===== src/rtl/conv_out_sched.sv =====
// Output scheduler: re-times masked kernel windows through a 2-entry
// skid buffer onto an AXI-Stream master with tuser/tlast framing.
module conv_out_sched #(
  parameter int IMG_W  = 1920,
  parameter int IMG_H  = 1080,
  parameter int DATA_W = 200
) (
  input  logic              clk,
  input  logic              arst_n,
  input  logic              win_vld_i,
  input  logic [DATA_W-1:0] win_dat_i,
  output logic              win_rdy_o,
  input  logic              flush_i,
  input  logic              m_tready_i,
  output logic              m_tvalid_o,
  output logic [DATA_W-1:0] m_tdata_o,
  output logic              m_tuser_o,
  output logic              m_tlast_o,
  output logic              frame_done_o,
  output logic              busy_o
);

  localparam int CW = $clog2(IMG_W);
  localparam int RW = $clog2(IMG_H);
  localparam int EW = DATA_W + 3;

  localparam logic [1:0] S_IDLE  = 2'd0;
  localparam logic [1:0] S_ACT   = 2'd1;
  localparam logic [1:0] S_DRAIN = 2'd2;

  logic [EW-1:0] mem_q [2];
  logic          head_q, head_d;
  logic          tail_q, tail_d;
  logic [1:0]    cnt_q, cnt_d;
  logic [CW-1:0] col_q, col_d;
  logic [RW-1:0] row_q, row_d;
  logic [1:0]    state_q, state_d;
  logic          rdy_q, rdy_d;

  logic          acc, xfer, eof_xfer;
  logic          col_last, row_last;
  logic [EW-1:0] head_e, wr_e;

  always_comb begin
    acc      = win_vld_i & rdy_q & ~flush_i;
    xfer     = (cnt_q != 2'd0) & m_tready_i;
    head_e   = mem_q[head_q];
    eof_xfer = xfer & head_e[EW-1];
    col_last = (col_q == CW'(IMG_W - 1));
    row_last = (row_q == RW'(IMG_H - 1));
    // {eof, tlast, tuser, data} captured at accept time
    wr_e = {col_last & row_last, col_last,
            (row_q == '0) & (col_q == '0), win_dat_i};

    head_d  = head_q;
    tail_d  = tail_q;
    cnt_d   = cnt_q;
    col_d   = col_q;
    row_d   = row_q;
    state_d = state_q;

    if (flush_i) begin
      head_d  = 1'b0;
      tail_d  = 1'b0;
      cnt_d   = 2'd0;
      col_d   = '0;
      row_d   = '0;
      state_d = S_IDLE;
    end else begin
      if (acc) begin
        tail_d = ~tail_q;
        if (col_last) begin
          col_d = '0;
          row_d = row_last ? '0 : row_q + 1'b1;
        end else begin
          col_d = col_q + 1'b1;
        end
      end
      if (xfer) head_d = ~head_q;
      case ({acc, xfer})
        2'b10:   cnt_d = cnt_q + 2'd1;
        2'b01:   cnt_d = cnt_q - 2'd1;
        default: cnt_d = cnt_q;
      endcase
      case (state_q)
        S_IDLE:  if (acc) state_d = S_ACT;
        S_ACT:   if (acc && col_last && row_last) state_d = S_DRAIN;
        S_DRAIN: if (eof_xfer) state_d = S_IDLE;
        default: state_d = S_IDLE;
      endcase
    end

    // next frame is held off until the current one has fully left
    rdy_d = (cnt_d != 2'd2) && (state_d != S_DRAIN);
  end

  always_ff @(posedge clk or negedge arst_n) begin
    if (!arst_n) begin
      head_q   <= 1'b0;
      tail_q   <= 1'b0;
      cnt_q    <= 2'd0;
      col_q    <= '0;
      row_q    <= '0;
      state_q  <= S_IDLE;
      rdy_q    <= 1'b1;
      mem_q[0] <= '0;
      mem_q[1] <= '0;
    end else begin
      head_q  <= head_d;
      tail_q  <= tail_d;
      cnt_q   <= cnt_d;
      col_q   <= col_d;
      row_q   <= row_d;
      state_q <= state_d;
      rdy_q   <= rdy_d;
      if (acc) mem_q[tail_q] <= wr_e;
    end
  end

  assign win_rdy_o    = rdy_q;
  assign m_tvalid_o   = (cnt_q != 2'd0);
  assign m_tdata_o    = head_e[DATA_W-1:0];
  assign m_tuser_o    = head_e[DATA_W];
  assign m_tlast_o    = head_e[DATA_W+1];
  assign frame_done_o = eof_xfer & ~flush_i;
  assign busy_o       = (state_q != S_IDLE) || (cnt_q != 2'd0);

endmodule


===== config.mk =====
export PLATFORM = sky130hd
export DESIGN_NAME = conv_out_sched
export DESIGN_NICKNAME = d
export VERILOG_FILES = /design/src/rtl/conv_out_sched.sv
export SDC_FILE = /design/constraint.sdc
export NUM_CORES = 1
export LEC_CHECK = 0
export ABC_CLOCK_PERIOD_IN_PS = 4150
export CORE_MARGIN = 4
export CORE_UTILIZATION = 55
export DETAILED_ROUTE_END_ITERATION = 10
export GPL_ROUTABILITY_DRIVEN = 0
export PLACE_DENSITY = 0.86
export SLEW_MARGIN = 20
export SYNTH_ARGS = -nofsm -noshare
export SYNTH_HDL_FRONTEND = slang
export SYNTH_SLANG_ARGS = --single-unit
export TNS_END_PERCENT = 30

===== constraint.sdc =====
create_clock -name clk -period 4.15 [get_ports clk]
set_input_delay 1.0375 -clock clk [delete_from_list [all_inputs] [get_ports clk]]
set_output_delay 1.0375 -clock clk [all_outputs]
set_load 0.01 [all_outputs]

==> run metrics <==
status=finished, final reports clean; DP Wirelength=31.9 mm; initial antenna violation count=8; number of buffers created by CTS=46; hold endpoint=mem_q[403]; Iteration-0 DRC Markers=401; Final Cell Area=25400 um^2; vias post-DR=12.1k; R2R Path End=row_q[9]; r2r startpoint=col_q[0]; Max clock buf depth=3; average size of a mapped cell=14.8 um^2; crit path max-delay cell type=dfrtp_4; Placed Cells=2100; Routed WL=45.6 mm; FFs w/ async S/R, synth=1.00; final net count=1910; WL/cell=20.8 um; Clock power frac=0.263; CP Max Fanout=30; Fin. Hold Viols=0; Main synth FF type=dfrtp_1; minimum clock period=3640 ps; Int Power=11.5 mW; count of different cell masters after synthesis=40; Tcrit/Tclk final=0.877; post-synthesis instance total=1287; first-pass GRT wire length=73.6 mm; Worst-Margin Slew=754 ps; Area after DPL=23800 um^2; Slew HR=0.497; Crit path arrival time=2600 ps; Post-synth EDFFs=0; Power per Cell Area=622 nW/um^2; layout cells sized above 1=0.409; Initial Util=0.562; CTS tree=built; Reg power frac=0.406; Hold Crit Class=flip-flop to flip-flop; clk slew on worst S/H paths=70 ps; number of global-route vias before repair=13.6k; setup TNS=0 ps; RSZ-0062 raised after global routing=false; row count=67; Post-Syn Nets=1497; most frequent CP cell=buf_12; VDD IR max=0.483 mV; # IOs=411; Area Overhead vs Synth=33.4%; Setup Buffers After CTS=0; Logic pwr share=0.331; critical path type=flip-flop to output pin; Sw Pwr=4.25 mW; Post-DRT Antenna Nets=0; H-tree levels=2; Required @ worst endpoint=3110 ps; via density per instance=5.52; Die Ht=194 um; Max Clk Rate=275 MHz; CTS root buf=clkbuf_16; skew final=7.29 ps; Largest stage delay, worst path=660 ps; Max Cap Viol=0; DRC Markers=0; die width=194 um; worst hold path depth=2; number of port buffers=410; mapped cell area=19000 um^2; CTS sink count=435; hold_sp=mem_q[403]; Max Slew Vio Count=0; worst reg-to-reg setup slack=1840 ps; CP endpoint kind=output pin; sw frac=0.269; yosys warns=0; Clk Latency, worst-skew pair=530 ps; Die ar.=37600 um^2; area of the core=33900 um^2; CP startpoint kind=flip-flop; CTS resizes=0; grt ovf=0; pin count of the biggest net entering global routing=108; Static Leak=10.6 nW; hold_buf cts=0; Setup Viol. Count Final=0; critical-path cell list=buf_12 > buf_12 > mux2_2 > clkdlybuf4s50_1; sequential area share after synthesis=0.572; Initial DRT Pass Iterations=4; non-filler instance count after layout=2192; FF+latch count, synth=435; Hold WS=483 ps; worst r2r path cells=5; gr usage total=0.239
-- registers in the layout, summed over array words and instances (netlist names) --
name       flops
cnt_q          2
mem_q        406
head_q         1
win_rdy_o      1
state_q        2
row_q         11
col_q         11
tail_q         1
-- metal layers --
layer	global-route usage	part of all wire	vias to the layer above
met5	0	0	-
met1	0.282	0.39	6194
met2	0.423	0.52	318
li1	-	-	5499
met3	0.0589	0.059	89
met4	0.0898	0.036	0
-- worst max-delay path, delay by kind of cell (launching register included) --
family	cells	cell delay (ps)
buffers and inverters	3	1000
DFF	1	660
muxes	1	360
-- cells in the final DEF (no fill, tap or decap), drive strengths merged, types with 6 or more instances in the layout --
cell / instances
nor3: 16
inv: 11
nand3: 12
nand2: 24
xnor2: 8
clkbuf: 70
clkinv: 8
o21ai: 12
or3: 6
diode: 8
mux2: 602
nor2: 9
buf: 35
dfrtp: 434
clkdlybuf4s50: 409
a21oi: 13
nor4: 10
nand4: 8
-- power by group through the flow --
| stage | Clock (mW) | Sequential (mW) | Combinational, mW |
|---|---|---|---|
| final | 4.15 | 6.41 | 5.23 |
| after global routing | 4.43 | 6.58 | 5.60 |
| after CTS | 4.25 | 6.41 | 5.31 |
| after detailed placement | 0 | 6.47 | 5.25 |
| after global placement | 0 | 6.32 | 5.14 |
| after floorplan | 0 | 6.19 | 2.91 |
-- worst max path at each step --
stage | start | end | slack [ps] | depth (start not counted)
after global placement | m_tready_i | frame_done_o | 660 | 4
after floorplan | flush_i | frame_done_o | 1420 | 3
after detailed placement | m_tready_i | frame_done_o | 670 | 4
after global routing | head_q | m_tdata_o[80] | 410 | 4
after CTS | head_q | m_tdata_o[80] | 490 | 4
final | head_q | m_tdata_o[77] | 510 | 4
-- through the flow --
stage,power [mW],setup slack (ps),util
after floorplan,9.09,1420,-
after global placement,11.5,663,0.703
after detailed placement,11.7,672,0.703
after CTS,16.0,487,0.749
after global routing,16.6,406,0.750
final,15.8,512,0.750
-- synth_stat cells (6+ instances only) --
library cell	number	area, um^2
mux2_2	593	6680
inv_1	11	41.3
xnor2_1	8	70.1
nand4_1	7	43.8
or3_1	6	37.5
mux2_1	9	101
nor4_1	9	56.3
nor2_1	9	33.8
nor3_1	16	80.1
nand2_1	24	90.1
a21oi_1	13	65.1
dfrtp_1	434	10900
buf_2	32	160
nand3_1	12	60.1
clkbuf_1	47	176
o21ai_0	12	60.1
-- area by class of cell --
type | instances | area (um^2)
Clock inverter | 14 | 175
Timing Repair Buffer | 444 | 4550
Antenna cell | 8 | 20.0
Fill cell | 2119 | 8470
Sequential cell | 435 | 10900
Tap cell | 448 | 561
Inverter | 11 | 41.3
Clock buffer | 70 | 1390
Multi-Input combinational cell | 762 | 7770
-- cell families after synthesis --
logic type      count (synthesis)  share of synthesized area
xor+xnor                       10                    0.00460
mux                           605                      0.358
simple gates                  106                     0.0313
buf+inv                        90                     0.0199
flops                         435                      0.572
compound gates                 36                     0.0110
fa+ha+maj                       5                    0.00329
(Power assumes the default switching activity.)
